`src/rtl/fetch_queue_unit.sv`:
```
// ============================================================================
// Module   : fetch_queue_unit
// Brief    : Single-outstanding ICache fetcher feeding a PC/instruction FIFO;
//            FETCH_PREFETCH_EN enables back-to-back requests on each response.
// Revision : 1.0 - initial release
// ============================================================================
`default_nettype none

module fetch_queue_unit #(
  parameter int              XLEN        = 32,
  parameter int              QUEUE_DEPTH = 4,
  parameter logic [XLEN-1:0] RESET_PC    = '0
) (
  input  logic            clk,
  input  logic            rst,
  input  logic            rdy,
  output logic [XLEN-1:0] pred_pc,
  input  logic [XLEN-1:0] pred_next,
  output logic [XLEN-1:0] addr,
  output logic            rn,
  input  logic [XLEN-1:0] inst,
  input  logic            read_ready,
  input  logic            flush,
  input  logic [XLEN-1:0] flush_pc,
  output logic            out_valid,
  output logic [XLEN-1:0] out_inst,
  output logic [XLEN-1:0] out_pc,
  output logic [XLEN-1:0] out_pred_next,
  input  logic            deq
);

  localparam int                 c_ptr_w = $clog2(QUEUE_DEPTH);
  localparam int                 c_cnt_w = c_ptr_w + 1;
  localparam logic [c_cnt_w-1:0] c_full  = c_cnt_w'(QUEUE_DEPTH);

  typedef enum logic [1:0] {
    S_IDLE    = 2'd0,
    S_WAIT    = 2'd1,
    S_DISCARD = 2'd2
  } state_e;

  state_e              state_q, state_d;
  logic [XLEN-1:0]     pc_q, pc_d;
  logic [XLEN-1:0]     addr_q, addr_d;
  logic                rn_q, rn_d;
  logic [c_ptr_w-1:0]  head_q, head_d;
  logic [c_ptr_w-1:0]  tail_q, tail_d;
  logic [c_cnt_w-1:0]  count_q, count_d;
  logic [XLEN-1:0]     mem_inst_q [QUEUE_DEPTH];
  logic [XLEN-1:0]     mem_pc_q   [QUEUE_DEPTH];
  logic [XLEN-1:0]     mem_pn_q   [QUEUE_DEPTH];
  logic                w_push;
  logic                w_pop;

  assign pred_pc       = pc_q;
  assign addr          = addr_q;
  assign rn            = rn_q;
  assign out_valid     = (count_q != '0);
  assign out_inst      = mem_inst_q[head_q];
  assign out_pc        = mem_pc_q[head_q];
  assign out_pred_next = mem_pn_q[head_q];

  always_comb begin
    state_d = state_q;
    pc_d    = pc_q;
    addr_d  = addr_q;
    rn_d    = rn_q;
    head_d  = head_q;
    tail_d  = tail_q;
    count_d = count_q;
    w_push  = 1'b0;
    w_pop   = 1'b0;
    if (flush) begin
      // A response landing with the flush is simply dropped; otherwise it is
      // still owed by the ICache and must be absorbed in DISCARD.
      head_d  = '0;
      tail_d  = '0;
      count_d = '0;
      pc_d    = flush_pc;
      rn_d    = 1'b0;
      if (state_q == S_WAIT) begin
        state_d = read_ready ? S_IDLE : S_DISCARD;
      end
    end else begin
      w_pop = deq && out_valid;
      case (state_q)
        S_IDLE: begin
          if (count_q < c_full) begin
            addr_d  = pc_q;
            rn_d    = 1'b1;
            state_d = S_WAIT;
          end
        end
        S_WAIT: begin
          if (read_ready) begin
            w_push = 1'b1;
            pc_d   = pred_next;
`ifdef FETCH_PREFETCH_EN
            if ((count_q + c_cnt_w'(1) - c_cnt_w'(w_pop)) < c_full) begin
              addr_d = pred_next;
            end else begin
              rn_d    = 1'b0;
              state_d = S_IDLE;
            end
`else
            rn_d    = 1'b0;
            state_d = S_IDLE;
`endif
          end
        end
        S_DISCARD: begin
          if (read_ready) begin
            rn_d    = 1'b0;
            state_d = S_IDLE;
          end
        end
        default: state_d = S_IDLE;
      endcase
      if (w_push) tail_d = tail_q + c_ptr_w'(1);
      if (w_pop)  head_d = head_q + c_ptr_w'(1);
      count_d = count_q + c_cnt_w'(w_push) - c_cnt_w'(w_pop);
    end
  end

  always_ff @(posedge clk) begin
    if (rst) begin
      state_q <= S_IDLE;
      pc_q    <= RESET_PC;
      addr_q  <= '0;
      rn_q    <= 1'b0;
      head_q  <= '0;
      tail_q  <= '0;
      count_q <= '0;
    end else if (rdy) begin
      state_q <= state_d;
      pc_q    <= pc_d;
      addr_q  <= addr_d;
      rn_q    <= rn_d;
      head_q  <= head_d;
      tail_q  <= tail_d;
      count_q <= count_d;
    end
  end

  // Storage needs no reset: entries are only visible once count covers them.
  always_ff @(posedge clk) begin
    if (!rst && rdy && w_push) begin
      mem_inst_q[tail_q] <= inst;
      mem_pc_q[tail_q]   <= pc_q;
      mem_pn_q[tail_q]   <= pred_next;
    end
  end

endmodule

`default_nettype wire

```
`config.mk`:
```
export PLATFORM = sky130hd
export DESIGN_NAME = fetch_queue_unit
export DESIGN_NICKNAME = d
export VERILOG_FILES = /design/src/rtl/fetch_queue_unit.sv
export SDC_FILE = /design/constraint.sdc
export NUM_CORES = 1
export LEC_CHECK = 0
export ABC_AREA = 1
export CAP_MARGIN = 0
export CORE_UTILIZATION = 45
export CTS_CLUSTER_DIAMETER = 200
export CTS_CLUSTER_SIZE = 16
export DETAILED_ROUTE_END_ITERATION = 6
export GPL_ROUTABILITY_DRIVEN = 0
export HOLD_SLACK_MARGIN = 0.05
export PLACE_DENSITY = 0.76
export SETUP_SLACK_MARGIN = 0.1
export SYNTH_ARGS = -nofsm -noshare
export SYNTH_HDL_FRONTEND = slang
export SYNTH_SLANG_ARGS = --single-unit
```
`constraint.sdc`:
```
create_clock -name clk -period 7.6 [get_ports clk]
set_input_delay 0.76 -clock clk [delete_from_list [all_inputs] [get_ports clk]]
set_output_delay 0.76 -clock clk [all_outputs]
set_load 0.005 [all_outputs]
```
**Yosys cells after proc, flatten, opt, wreduce, memory -nomap -nowiden**

Memories as Yosys holds them, arrays and structs flattened. A register that Yosys moved wholly into a read port is not among the register bits.
Index checks and enable logic that the tools add are counted.

- RAM bits: 384
- Bits of input ports: 102
- Logic and storage cells: 69
- Memories kept: 3
- Register bits after elaboration: 74
- Output and inout port bits: 162

- Add/sub/neg operators: 4
- Equal/unequal tests: 5
- Bitwise operators: 1
- Multiplexer cells: 30
- Reductions and logical operators: 18
- Magnitude comparators: 1

Memory list:

| name | words | width | rd ports | clocked after memory_dff | wr ports | line | text |
|---|---|---|---|---|---|---|---|
| mem_inst_q | 4 | 32 | 1 | 1 | 1 | 49 | `logic [XLEN-1:0] mem_inst_q [QUEUE_DEPTH];` |
| mem_pc_q | 4 | 32 | 1 | 1 | 1 | 50 | `logic [XLEN-1:0] mem_pc_q [QUEUE_DEPTH];` |
| mem_pn_q | 4 | 32 | 1 | 1 | 1 | 51 | `logic [XLEN-1:0] mem_pn_q [QUEUE_DEPTH];` |

Operators by type and width:

| kind | count |
|---|---|
| 32-bit two-way mux | 3 |
| 2-bit two-way mux | 15 |
| 4-bit AND reduction | 3 |
| 1-bit two-way mux | 9 |
| 2-bit nonzero test | 4 |
| 3-bit nonzero test | 2 |
| 2-bit by 1-bit adder with 2-bit output (second input constant) | 2 |
| 2-bit one-hot mux with 2 select lines | 1 |
| 2-bit AND reduction | 2 |
| 3-bit by 1-bit adder with 3-bit output | 1 |
| 1-bit logical AND | 3 |
| 3-bit less-than comparator (second input constant) | 1 |
| 3-bit two-way mux | 1 |
| 3-bit by 1-bit inequality test with 1-bit output (second input constant) | 1 |
| 3-bit inequality test (second input constant) | 1 |
| 3-bit AND reduction | 1 |
| 3-bit by 1-bit subtractor with 3-bit output | 1 |
| 2-bit by 1-bit equality test with 1-bit output (second input constant) | 1 |
| 2-bit equality test (second input constant) | 1 |
| 2-bit zero test | 1 |
| 2-bit by 1-bit inequality test with 1-bit output (second input constant) | 1 |
| 1-bit one-hot mux with 2 select lines | 1 |
| 2-bit OR reduction | 1 |
| 1-bit zero test | 1 |
| 1-bit NOT | 1 |

**Longest topological paths before layout**

Gate-level depths: netlist of the first run.

- Word-level depth: 7
- Depth in mapped cells: 10
- Gate-level depth less buffers: 10

**Worst setup path after synthesis of the first run**

OpenSTA, ideal clock, no wires.

- Path kind: input-to-reg
- Start point: input port rst
- End point: memory mem_inst_q[0][0] (enable)
- Buffers on the path: 2
- Arrival: 5.273 ns
- Stages: 5
- Slack: 1.775 ns
- Library setup time: 0.551 ns
- Path through: buf_2 inv_1 buf_4 nand2_1 nor2_1

- Cells in the longest elaborated chain, start to end: 5

Ends and longest elaborated chain:

| element | line | text |
|---|---|---|
| start: declaration | 15 | `input logic rst,` |
| 1-bit zero test | 147 | `if (!rst && rdy && w_push) begin` |
| 1-bit logical AND (2 in a row) | 147 |  |
| 1-bit two-way mux | 147 |  |
| 1-bit two-way mux (implied by the code) | 148 | `mem_inst_q[tail_q] <= inst;` |
| end: declaration | 49 |  |

No other way between the ends.

==> results.md, run 1 <==
Critical path:
- The setup slack of the most critical reg-to-reg path is 4340 ps.
- The startpoint identified for the worst register-to-register timing path is state_q[1]$_SDFFE_PP0P_.
- The count of cells along the worst register-to-register path is 7.
- For the worst setup path, the data required time is 6840 ps.
- The worst setup path is launched from a flip-flop.
- The startpoint-to-endpoint class of the critical path is flip-flop to output port.
- Along the worst path, the maximum fanout reaches 97.
- The worst flop-to-flop path endpoint is mem_inst_q[3][11]$_DFFE_PP_.
- STA classifies the critical path endpoint as an output port.
- At the worst endpoint, the arrival time is 3910 ps.

Placed design:
- The placed instance area is 20400 um2.
- The post-detailed-placement half-perimeter wirelength is 25.8 mm.
- The number of input and output port buffers inserted is 263.

Yosys:
- Counting distinct cell types in the post-synthesis netlist gives 28.
- Counting flops with an async set or reset pin after synthesis yields a share of 0.
- After synthesis, the mean cell area works out to 12.9 um2.
- The number of warnings issued by yosys is 0.
- The most used flip-flop cell after synthesis is edfxtp_1.
- The number of flip-flops and latches in the synthesized netlist is 460.
- Counting every instance in the synthesized netlist gives 1348.
- The share of the Yosys chip area taken by registers is 0.751.
- The net count after synthesis is 1458.
- The total standard cell area after synthesis is 17400 um2.
- In this run, synthesis inferred 384 flip-flops with an integrated enable.

Power:
- In this run the static leakage power is 7.44 nW.
- The worst ir drop on vdd is 0.125 mV.
- In this run the power density over the cells is 222 nW/um2.

STA:
- The setup TNS is 0 ps.
- Setup repair after global routing left no endpoint under its margin.
- The time the worst path needs with I/O delays and setup is 4670 ps.
- Measured against its own limit, the worst slew margin works out to 0.175.
- The achievable clock frequency is 214 MHz.
- Across the routed clock network, the largest skew measured is 20.7 ps.
- Dividing the final minimum period by the clock period gives 0.614.
- The number of max-slew violations in the final report was 0.
- The total setup violations reported at the end of the flow is 0.
- The final number of hold-violating endpoints is 0.
- At the pin with the least slew margin, the transition time is 1230 ps.

Floorplanning:
- The die is 199 um tall.
- The floorplan step defined a core boundary enclosing 37800 um2.
- The die width is 199 um.
- The number of primary I/O pins is 264.
- The initial core utilization is 0.459.
- In this run the core area contains 71 standard-cell rows.
- The area of the die is 39400 um2.

Drt:
- The number of design rule violations left after detail routing is 0.
- Using the TritonRoute via totals, the vias-per-cell ratio works out to 5.43.
- The count of antenna-violating nets left after detailed routing is 0.
- In this run, the number of DRC markers left after iteration 0 of detailed routing was 1016.
- The first detailed-routing pass ran for 5 iterations.
- Wires add up to 42.6 mm.
- Dividing the detail-routed wire length by the instance count gives 20.3 um.
- The vias after detailed routing is 11402.

Run status:
- The flow ran to the end, and the final reports show no timing, DRC or antenna violations.

Clock network:
- The total clock buffers created by CTS is 34.
- The hold buffer count at CTS is 0.
- The post-cts repair resize count is 0.
- The cell chosen for the clock root is clkbuf_16.
- The TritonCTS clock tree is yes.
- CTS built an H-tree with a depth of 2.
- The later pin in the worst-skew pair is clocked with a latency of 520 ps.
- Counting every sink on the clock net gives 460.
- The number of buffers between clock root and the deepest sink is 3.
- The clock slew seen by the registers of the worst setup and hold paths is 70 ps.
- The number of post-CTS setup repair buffers is 0.

GRT:
- The number of global-route vias before repair is 10733.
- The wire length of the first global-routing pass is 63.7 mm.
- For this run the aggregate overflow at the end of global routing stands at 0.
- The total track usage is 0.213.
- The number of antenna violations at the first check in global routing is 2.
- Entering global routing, the biggest net connects 107 pins.

Hold path:
- The type of the tightest min-delay check is flip-flop to flip-flop.
- The end point of the most critical hold path is state_q[1]$_SDFFE_PP0P_.
- The startpoint of the tightest hold check path is state_q[1]$_SDFFE_PP0P_.
- The count of cells along the worst hold path is 2.

Final layout:
- Of the cells placed in the final design, the portion with a size suffix greater than 1 is 0.0404.
- The number of nets at the end of the flow is 1678.
- Relative to the synthesized area, the layout overhead comes to 22.8%.
- At the end of the flow the core is filled with cells to 0.564.
- The register cell area after layout is 13100 um2.
- The fill cell total of the finished layout is 3058.
- The area taken by multi-input logic gates is 3840 um2.
- After routing the design area is 21400 um2.

Run:
- The tool flagged a number of max-cap violations equal to 0.
==> kinds of logic after synthesis <==
logic type	after synthesis	synth area share
xor gates and xnor gates	1	0.000504
buffers and inverters	114	0.0304
adders and majority gates	8	0.00619
and+or+nand+nor	396	0.0892
AOI/OAI and AO/OA	369	0.123
DFF	460	0.751
==> per-stage QoR <==
stage / hold WS [ps] / total power [mW] / setup WS, ps / std cells
6_report: 490 / 4.73 / 2930 / 2099
5_1_grt: 519 / 4.87 / 2680 / 2099
4_1_cts: 492 / 4.77 / 2880 / 2097
3_5_place_dp: 480 / 3.09 / 2870 / 2043
3_3_place_gp: 470 / 3.08 / 2910 / 2043
2_1_floorplan: 455 / 2.92 / 1780 / 1348
==> state kept, by name (all words and copies together), names as in the netlist, named ones only <==
signal and flops:
mem_inst_q 128, mem_pc_q 128, mem_pn_q 128, addr 32, pred_pc 32, count_q 3, head_q 2, state_q 2
tail_q 2, rn 1
==> layout by cell type, fill, tap and decap left out, types with 32 or more instances in the layout <==
cell             synthesis  final
nand3_1                 37     37
nand2_1                 86     86
o21ai_0                221    221
o22ai_1                 96     96
nor2_1                 270    266
dfxtp_1                 76     74
clkdlybuf4s50_1          0    263
clkbuf_16                0     35
edfxtp_1               384    384
o211a_1                 32     32
==> cell type report <==
cell class | instances | share of cell area
Clock inverter | 2 | 0.00182
Multi-Input combinational cell | 774 | 0.180
Clock buffer | 52 | 0.0440
Inverter | 23 | 0.00439
Tap cell | 511 | 0.0299
Sequential cell | 460 | 0.612
Timing Repair Buffer | 275 | 0.128
Antenna cell | 2 | 0.000234
==> cell usage after synthesis (4+ instances only) <==
| master | instances | area (um2) |
|---|---|---|
| a21oi_1 | 7 | 35.0 |
| buf_2 | 31 | 155 |
| buf_4 | 8 | 60.1 |
| buf_6 | 4 | 45.0 |
| clkbuf_1 | 47 | 176 |
| dfxtp_1 | 76 | 1520 |
| edfxtp_1 | 384 | 11500 |
| ha_1 | 7 | 87.6 |
| inv_1 | 18 | 67.6 |
| inv_2 | 4 | 15.0 |
| nand2_1 | 86 | 323 |
| nand3_1 | 37 | 185 |
| nor2_1 | 270 | 1010 |
| o211a_1 | 32 | 320 |
| o21ai_0 | 221 | 1110 |
| o21ai_1 | 9 | 45.0 |
| o22ai_1 | 96 | 601 |
==> worst max path at each step <==
stage	slack, ps	endpoint	start	cells past startpoint
final	2930	out_pred_next[0]	flip-flop	5
after CTS	2880	out_pred_next[5]	flip-flop	5
after detailed placement	2870	mem_inst_q[3][3]$_DFFE_PP_	rst	5
after global routing	2680	out_pred_next[17]	flip-flop	5
after floorplan	1780	mem_inst_q[0][0]$_DFFE_PP_	rst	5
after global placement	2910	mem_inst_q[3][13]$_DFFE_PP_	rst	5
==> critical path: stages (launching register included) <==
cell             delay (ps)
dfxtp_4                1060
clkinv_2                910
buf_4                   570
o21ai_0                 150
o22ai_1                 170
clkdlybuf4s50_1         490
==> per-layer routing <==
layer,track usage,up-vias,wire [um]
met5,0,-,0
met4,0.0712,0,1110
met3,0.0327,61,2850
met2,0.340,430,20300
met1,0.298,5562,18300
li1,-,5349,-
==> where the power goes <==
part / internal, mW / total (mW) / switching (mW) / leakage, nW
Combinational: 0.125 / 0.237 / 0.112 / 2.87
Clock: 0.888 / 1.70 / 0.809 / 0.470
Sequential: 2.76 / 2.80 / 0.0389 / 4.09
Power figures use the tool's default switching activity.
==> run 2, diff against run 1 <==
==> constraint.sdc (replaced) <==
create_clock -name clk -period 4.8 [get_ports clk]
set_input_delay 0.48 -clock clk [delete_from_list [all_inputs] [get_ports clk]]
set_output_delay 0.48 -clock clk [all_outputs]
set_load 0.005 [all_outputs]
==> results.md, run 2 (same netlist as run 1, synthesis figures left out) <==
Floorplanning:
- The standard-cell row count is 71 (unchanged).
- The number of primary I/O pins is 264 (unchanged).
- The area of the placeable core came to 37800 um2 (unchanged).
- The die width is 199 um (unchanged).
- The area of the die is 39400 um2 (unchanged).
- The initial core utilization was 0.459 (unchanged).
- The vertical die dimension is 199 um (unchanged).

Placed design:
- The post-detailed-placement half-perimeter wirelength is 25.6 mm (-0.63%).
- The number of placed instances with taps included was 2051 (+0.39%).
- The placement-stage worst setup slack was 1480 ps (-1390 ps).
- The number of input and output port buffers inserted is 263 (unchanged).

Drt:
- The routed length on met2 came to 20.4 mm (+0.51%).
- The number of DRC markers in iteration 0 came to 854 (-16%).
- The aggregate routed wire length came to 42.8 mm (+0.28%).
- The top metal layer carrying routed signals is met5.
- The wire length on met3 is 2.41 mm (-16%).
- The vias after detailed routing is 11409 (+0.061%).
- The detail-routed net length per standard cell is 20.3 um (about the same).
- The number of vias per cell came to 5.42 (-0.22%).
- The number of design rule violations left after detail routing came to 0 (unchanged).
- The wire length the detailed router placed on met1 is 18.6 mm (+1.6%).
- The count of antenna-violating nets left after detailed routing came to 0 (unchanged).
- The detailed-routing iteration count for the pre-antenna-repair pass is 5 (unchanged).

Clock network:
- The number of buffers between clock root and the deepest sink is 3 (unchanged).
- The clock slew seen by the registers of the worst setup and hold paths is 70 ps (about the same).
- The number of sinks handled by clock tree synthesis is 460 (unchanged).
- The total clock buffers created by CTS came to 34 (unchanged).
- The number of H-tree branching levels was 2 (unchanged).
- The post-cts repair resize count came to 0 (unchanged).
- In this run the clock root is driven by a clkbuf_16.
- TritonCTS built the clock tree.
- The hold buffer count at CTS is 0 (unchanged).
- The number of post-CTS setup repair buffers is 0 (unchanged).
- The insertion delay of the later-clocked pin in the worst-skew pair is 530 ps (about the same).

Critical path:
- For this design, the slowest cell found on the critical path is dfxtp_4.
- The critical path goes through inv_6 > buf_12 > o21ai_0 > o22ai_1 > clkdlybuf4s50_1.
- In this run the critical register-to-register path is launched from state_q[1]$_SDFFE_PP0P_.
- The data arrival time of the critical path is 3250 ps (-660 ps).
- The required time of the critical path is 4320 ps (-2520 ps).
- The maximum fanout along the worst path was 90 (-7.2%).
- The delay of the slowest critical-path stage is 940 ps (-120 ps).
- The worst setup path is launched from a flip-flop.
- The startpoint-to-endpoint class of the critical path is flip-flop to output port.
- STA classifies the critical path endpoint as an output port.

STA:
- The number of max-slew violations in the final report is 0 (unchanged).
- The total setup violations reported at the end of the flow is 0 (unchanged).
- The fraction of the cycle the final worst path needs is 0.777.
- The setup TNS is 0 ps (unchanged).
- Setup repair after global routing left no endpoint under its margin.
- The post-layout worst setup margin is 1070 ps (-1860 ps).
- The relative slew slack is 0.350 (+0.175).
- The achievable clock frequency is 268 MHz.
- The transition time at the pin with the least slew margin is 975 ps (-259 ps).
- The final number of hold-violating endpoints is 0 (unchanged).
- The time the worst path needs with I/O delays and setup is 3730 ps.
- The clock skew after layout is 16.0 ps (-4.68 ps).
- The worst hold slack after final layout was 491 ps (+0.984 ps).

Run:
- The number of violations of the max-capacitance limit is 0 (unchanged).

Final layout:
- In the final layout, the registers with the most flip-flops are mem_inst_q x128, mem_pc_q x128, mem_pn_q x128.
- The commonest non-fill, non-tap cell in the layout is edfxtp_1.
- The proportion of layout cells with a drive suffix above 1 is 0.0459 (+0.00559).
- The library cells used most frequently in the layout, excluding fill and tap cells, are edfxtp_1 (384), nor2_1 (266), clkdlybuf4s50_1 (263).
- Compared with the post-synthesis result, the final layout area differs by 23.4%.
- The number of nets at the end of the flow is 1686 (+0.48%).
- The non-filler instance count after layout was 2105 (+0.29%).
- The utilization after layout is 0.567 (+0.00248).

GRT:
- The maximum number of pins on one net before global-route repair is 107 (unchanged).
- The leftover overflow at the end of global routing is 0 (unchanged).
- The number of antenna violations at the first check in global routing was 4 (+2).
- The wire length of the first global-routing pass is 64.9 mm (+1.9%).
- The total track usage was 0.218 (+0.00536).
- The number of global-route vias before repair came to 11229 (+4.6%).

Power:
- The worst ir drop on vdd was 0.209 mV (+67%).
- The static leakage is 7.50 nW (+0.77%).
- The power per cell area is 349 nW/um2 (+57%).

Hold path:
- The type of the tightest min-delay check is flip-flop to flip-flop.
- The startpoint of the tightest hold check path is count_q[0]$_SDFFE_PP0P_.

Run status:
- The flow ran to the end, and the final reports show no timing, DRC or antenna violations.
## run 2: stage by stage
step / instance area [um2] / power [mW]
2_1_floorplan: 17400 / 4.63
3_3_place_gp: 20400 / 4.88
3_5_place_dp: 20400 / 4.89
4_1_cts: 21400 / 7.54
5_1_grt: 21400 / 7.73
6_report: 21500 / 7.48
## run 2: final timing paths
check / to / slack [ps] / depth (start not counted)
setup / recovery: out_pc[2] / 1070 / 5
hold / removal: count_q[0]$_SDFFE_PP0P_ / 490 / 2
setup reg to reg: mem_inst_q[2][12]$_DFFE_PP_ / 2290 / 7
hold reg to reg: count_q[0]$_SDFFE_PP0P_ / 490 / 2
## run 2: report_power, final
part	internal (mW)	switching, mW	leakage, nW	total [mW]
clock	1.43	1.25	0.481	2.68
sequential	4.37	0.0632	4.09	4.43
combinational	0.199	0.173	2.92	0.372
total	6.00	1.49	7.50	7.48
## run 2: worst max-delay path, delay by kind of cell (launching register included)
kind                   cells  cell delay (ps)
AOI/OAI and AO/OA          2              380
buffers and inverters      3             1250
DFF                        1              940
## run 2: layer usage
metal / global-route usage / vias up
li1: - / 5360
met2: 0.352 / 376
met5: 0 / -
met3: 0.0346 / 79
met4: 0.0786 / 2
met1: 0.300 / 5592
## run 2: layout make-up
class,instances,area [um2]
tap,511,639
inverter,23,93.8
timing repair buffer,283,2810
multi-input combinational,774,3840
fill,3081,16400
antenna,5,12.5
sequential,460,13100
clock buffer,49,992
==> run 3, diff against run 2 <==
==> constraint.sdc (replaced) <==
create_clock -name clk -period 3.8 [get_ports clk]
set_input_delay 0.38 -clock clk [delete_from_list [all_inputs] [get_ports clk]]
set_output_delay 0.38 -clock clk [all_outputs]
set_load 0.005 [all_outputs]
==> results.md, run 3 (same netlist as run 1, synthesis figures left out) <==
Run status:
- The flow ran to the end, and the final reports show no timing, DRC or antenna violations.

Floorplanning:
- The area of the placeable core is 37800 um2 (unchanged).
- The number of primary I/O pins came to 264 (unchanged).
- The die width came to 199 um (unchanged).
- The area of the die is 39400 um2 (unchanged).
- The initial core utilization was 0.459 (unchanged).
- The standard-cell row count is 71 (unchanged).
- The vertical die dimension was 199 um (unchanged).

Placed design:
- The number of placed instances with taps included is 2051 (unchanged).
- The post-detailed-placement half-perimeter wirelength is 25.6 mm (about the same).
- The placement-stage worst setup slack is 1050 ps (-433 ps).
- The number of input and output port buffers inserted is 263 (unchanged).

Clock network:
- The number of post-CTS setup repair buffers is 0 (unchanged).
- The post-cts repair resize count came to 0 (unchanged).
- The hold buffer count at CTS came to 0 (unchanged).
- The number of H-tree branching levels was 2 (unchanged).
- The clock slew seen by the registers of the worst setup and hold paths is 70 ps (about the same).
- The number of sinks handled by clock tree synthesis is 460 (unchanged).
- The insertion delay of the later-clocked pin in the worst-skew pair is 520 ps (about the same).
- The total clock buffers created by CTS was 34 (unchanged).
- TritonCTS built the clock tree.
- The cell chosen for the clock root is clkbuf_16.
- The number of buffers between clock root and the deepest sink came to 3 (unchanged).

Critical path:
- The maximum fanout along the worst path is 55 (-39%).
- STA classifies the critical path startpoint as a flip-flop.
- The required time of the critical path is 3420 ps (-900 ps).
- The data arrival time of the critical path is 2890 ps (-360 ps).
- The kind of end point of the critical path is an output port.
- The critical path is of the flip-flop to output port type.

Drt:
- The vias after detailed routing is 11643 (+2.1%).
- The detailed-routing iteration count for the pre-antenna-repair pass is 6 (+1).
- The number of DRC markers in iteration 0 was 901 (+5.5%).
- The number of vias per cell is 5.52 (+1.8%).
- The detail-routed net length per standard cell is 20.5 um (+0.89%).
- The aggregate routed wire length is 43.2 mm (+1.1%).
- The number of design rule violations left after detail routing is 0 (unchanged).
- The count of antenna-violating nets left after detailed routing is 0 (unchanged).

GRT:
- The total track usage is 0.217 (-0.00112).
- The leftover overflow at the end of global routing came to 0 (unchanged).
- The maximum number of pins on one net before global-route repair came to 193 (+80%).
- The number of antenna violations at the first check in global routing is 3 (-1).
- The number of global-route vias before repair is 11269 (+0.36%).
- The wire length of the first global-routing pass is 65.0 mm (about the same).

Power:
- The overall power of the completed layout is 9.52 mW (+27%).
- The power per cell area came to 442 nW/um2 (+27%).
- The worst ir drop on vdd is 0.231 mV (+11%).
- The static leakage is 7.52 nW (+0.29%).

STA:
- The total setup violations reported at the end of the flow is 0 (unchanged).
- The relative slew slack is 0.447 (+0.0967).
- The fraction of the cycle the final worst path needs is 0.861.
- Setup repair after global routing left no endpoint under its margin.
- Derived from the worst setup path, the maximum achievable clock frequency is 305 MHz.
- The transition time at the pin with the least slew margin is 830 ps (-145 ps).
- The final number of hold-violating endpoints was 0 (unchanged).
- The post-layout worst setup margin was 527 ps (-545 ps).
- The number of max-slew violations in the final report was 0 (unchanged).
- The time the worst path needs with I/O delays and setup is 3270 ps.
- The clock skew after layout is 7.48 ps (-8.52 ps).

Hold path:
- The type of the tightest min-delay check is primary input to flip-flop.

Final layout:
- In the final layout, the registers with the most flip-flops are mem_inst_q x128, mem_pc_q x128, mem_pn_q x128.
- The proportion of layout cells with a drive suffix above 1 came to 0.0457 (-0.000201).
- The non-filler instance count after layout is 2110 (+0.24%).
- The library cell used most frequently in the layout, excluding fill and tap cells, is edfxtp_1.
- In the layout the commonest cells are edfxtp_1 (384), nor2_1 (266), clkdlybuf4s50_1 (263).
- The layout overhead on the synthesized area is 23.8%.
- The number of nets at the end of the flow is 1686 (unchanged).

Run:
- The number of violations of the max-capacitance limit is 0 (unchanged).
==> run 3: cell types whose count changed in the layout (fill, tap and decap cells not counted) <==
cell / delta
buf_12: +5
buf_4: -5
diode_2: -2
clkbuf_1: +7
==> run 3: through the flow <==
stage / setup TNS [ps] / hold slack [ps] / cell area [um2] / utilization
after floorplan: -32620 / 455 / 17400 / -
after global placement: 0 / 471 / 20500 / 0.542
after CTS: 0 / 464 / 21500 / 0.569
after detailed placement: 0 / 472 / 20500 / 0.542
after global routing: 0 / 471 / 21500 / 0.569
final: 0 / 488 / 21500 / 0.569
==> run 3: area by class of cell <==
class                   instances  area (um2)
fillers                      3055       16300
inverters                      23        93.8
multi-input cells             774        3840
repair buffers                283        2870
well taps                     511         639
flip-flops and latches        460       13100
diodes                          3        7.51
clock buffers                  56        1020
==> run 3: layer usage <==
metal / routed length [um] / vias to the layer above / track usage / part of all wire
met2: 21200 / 450 / 0.357 / 0.49
met1: 18100 / 5761 / 0.291 / 0.42
li1: - / 5366 / - / -
met4: 1040 / 0 / 0.0775 / 0.024
met5: 0 / - / 0 / 0
met3: 2930 / 66 / 0.0359 / 0.068
==> run 3: worst paths after layout <==
| path | start | to | slack [ps] | cells after the start |
|---|---|---|---|---|
| setup / recovery | flip-flop | out_pred_next[14] | 530 | 4 |
| hold / removal | inst[23] | mem_inst_q[3][23]$_DFFE_PP_ | 490 | 1 |
| setup reg to reg | state_q[1]$_SDFFE_PP0P_ | mem_pn_q[1][16]$_DFFE_PP_ | 1420 | 7 |
| hold reg to reg | rn$_SDFFE_PP0P_ | rn$_SDFFE_PP0P_ | 490 | 2 |
==> run 3: report_power, final <==
part           switching [mW]  internal (mW)  total, mW
registers              0.0726           5.52       5.59
clock network            1.62           1.83       3.45
logic                   0.227          0.253      0.481
total                    1.92           7.60       9.52
==> run 3: critical path: stages, from the launching register on <==
cell and delay [ps]:
dfxtp_4 760, buf_4 540, o21ai_0 160, o22ai_1 310
clkdlybuf4s50_1 570
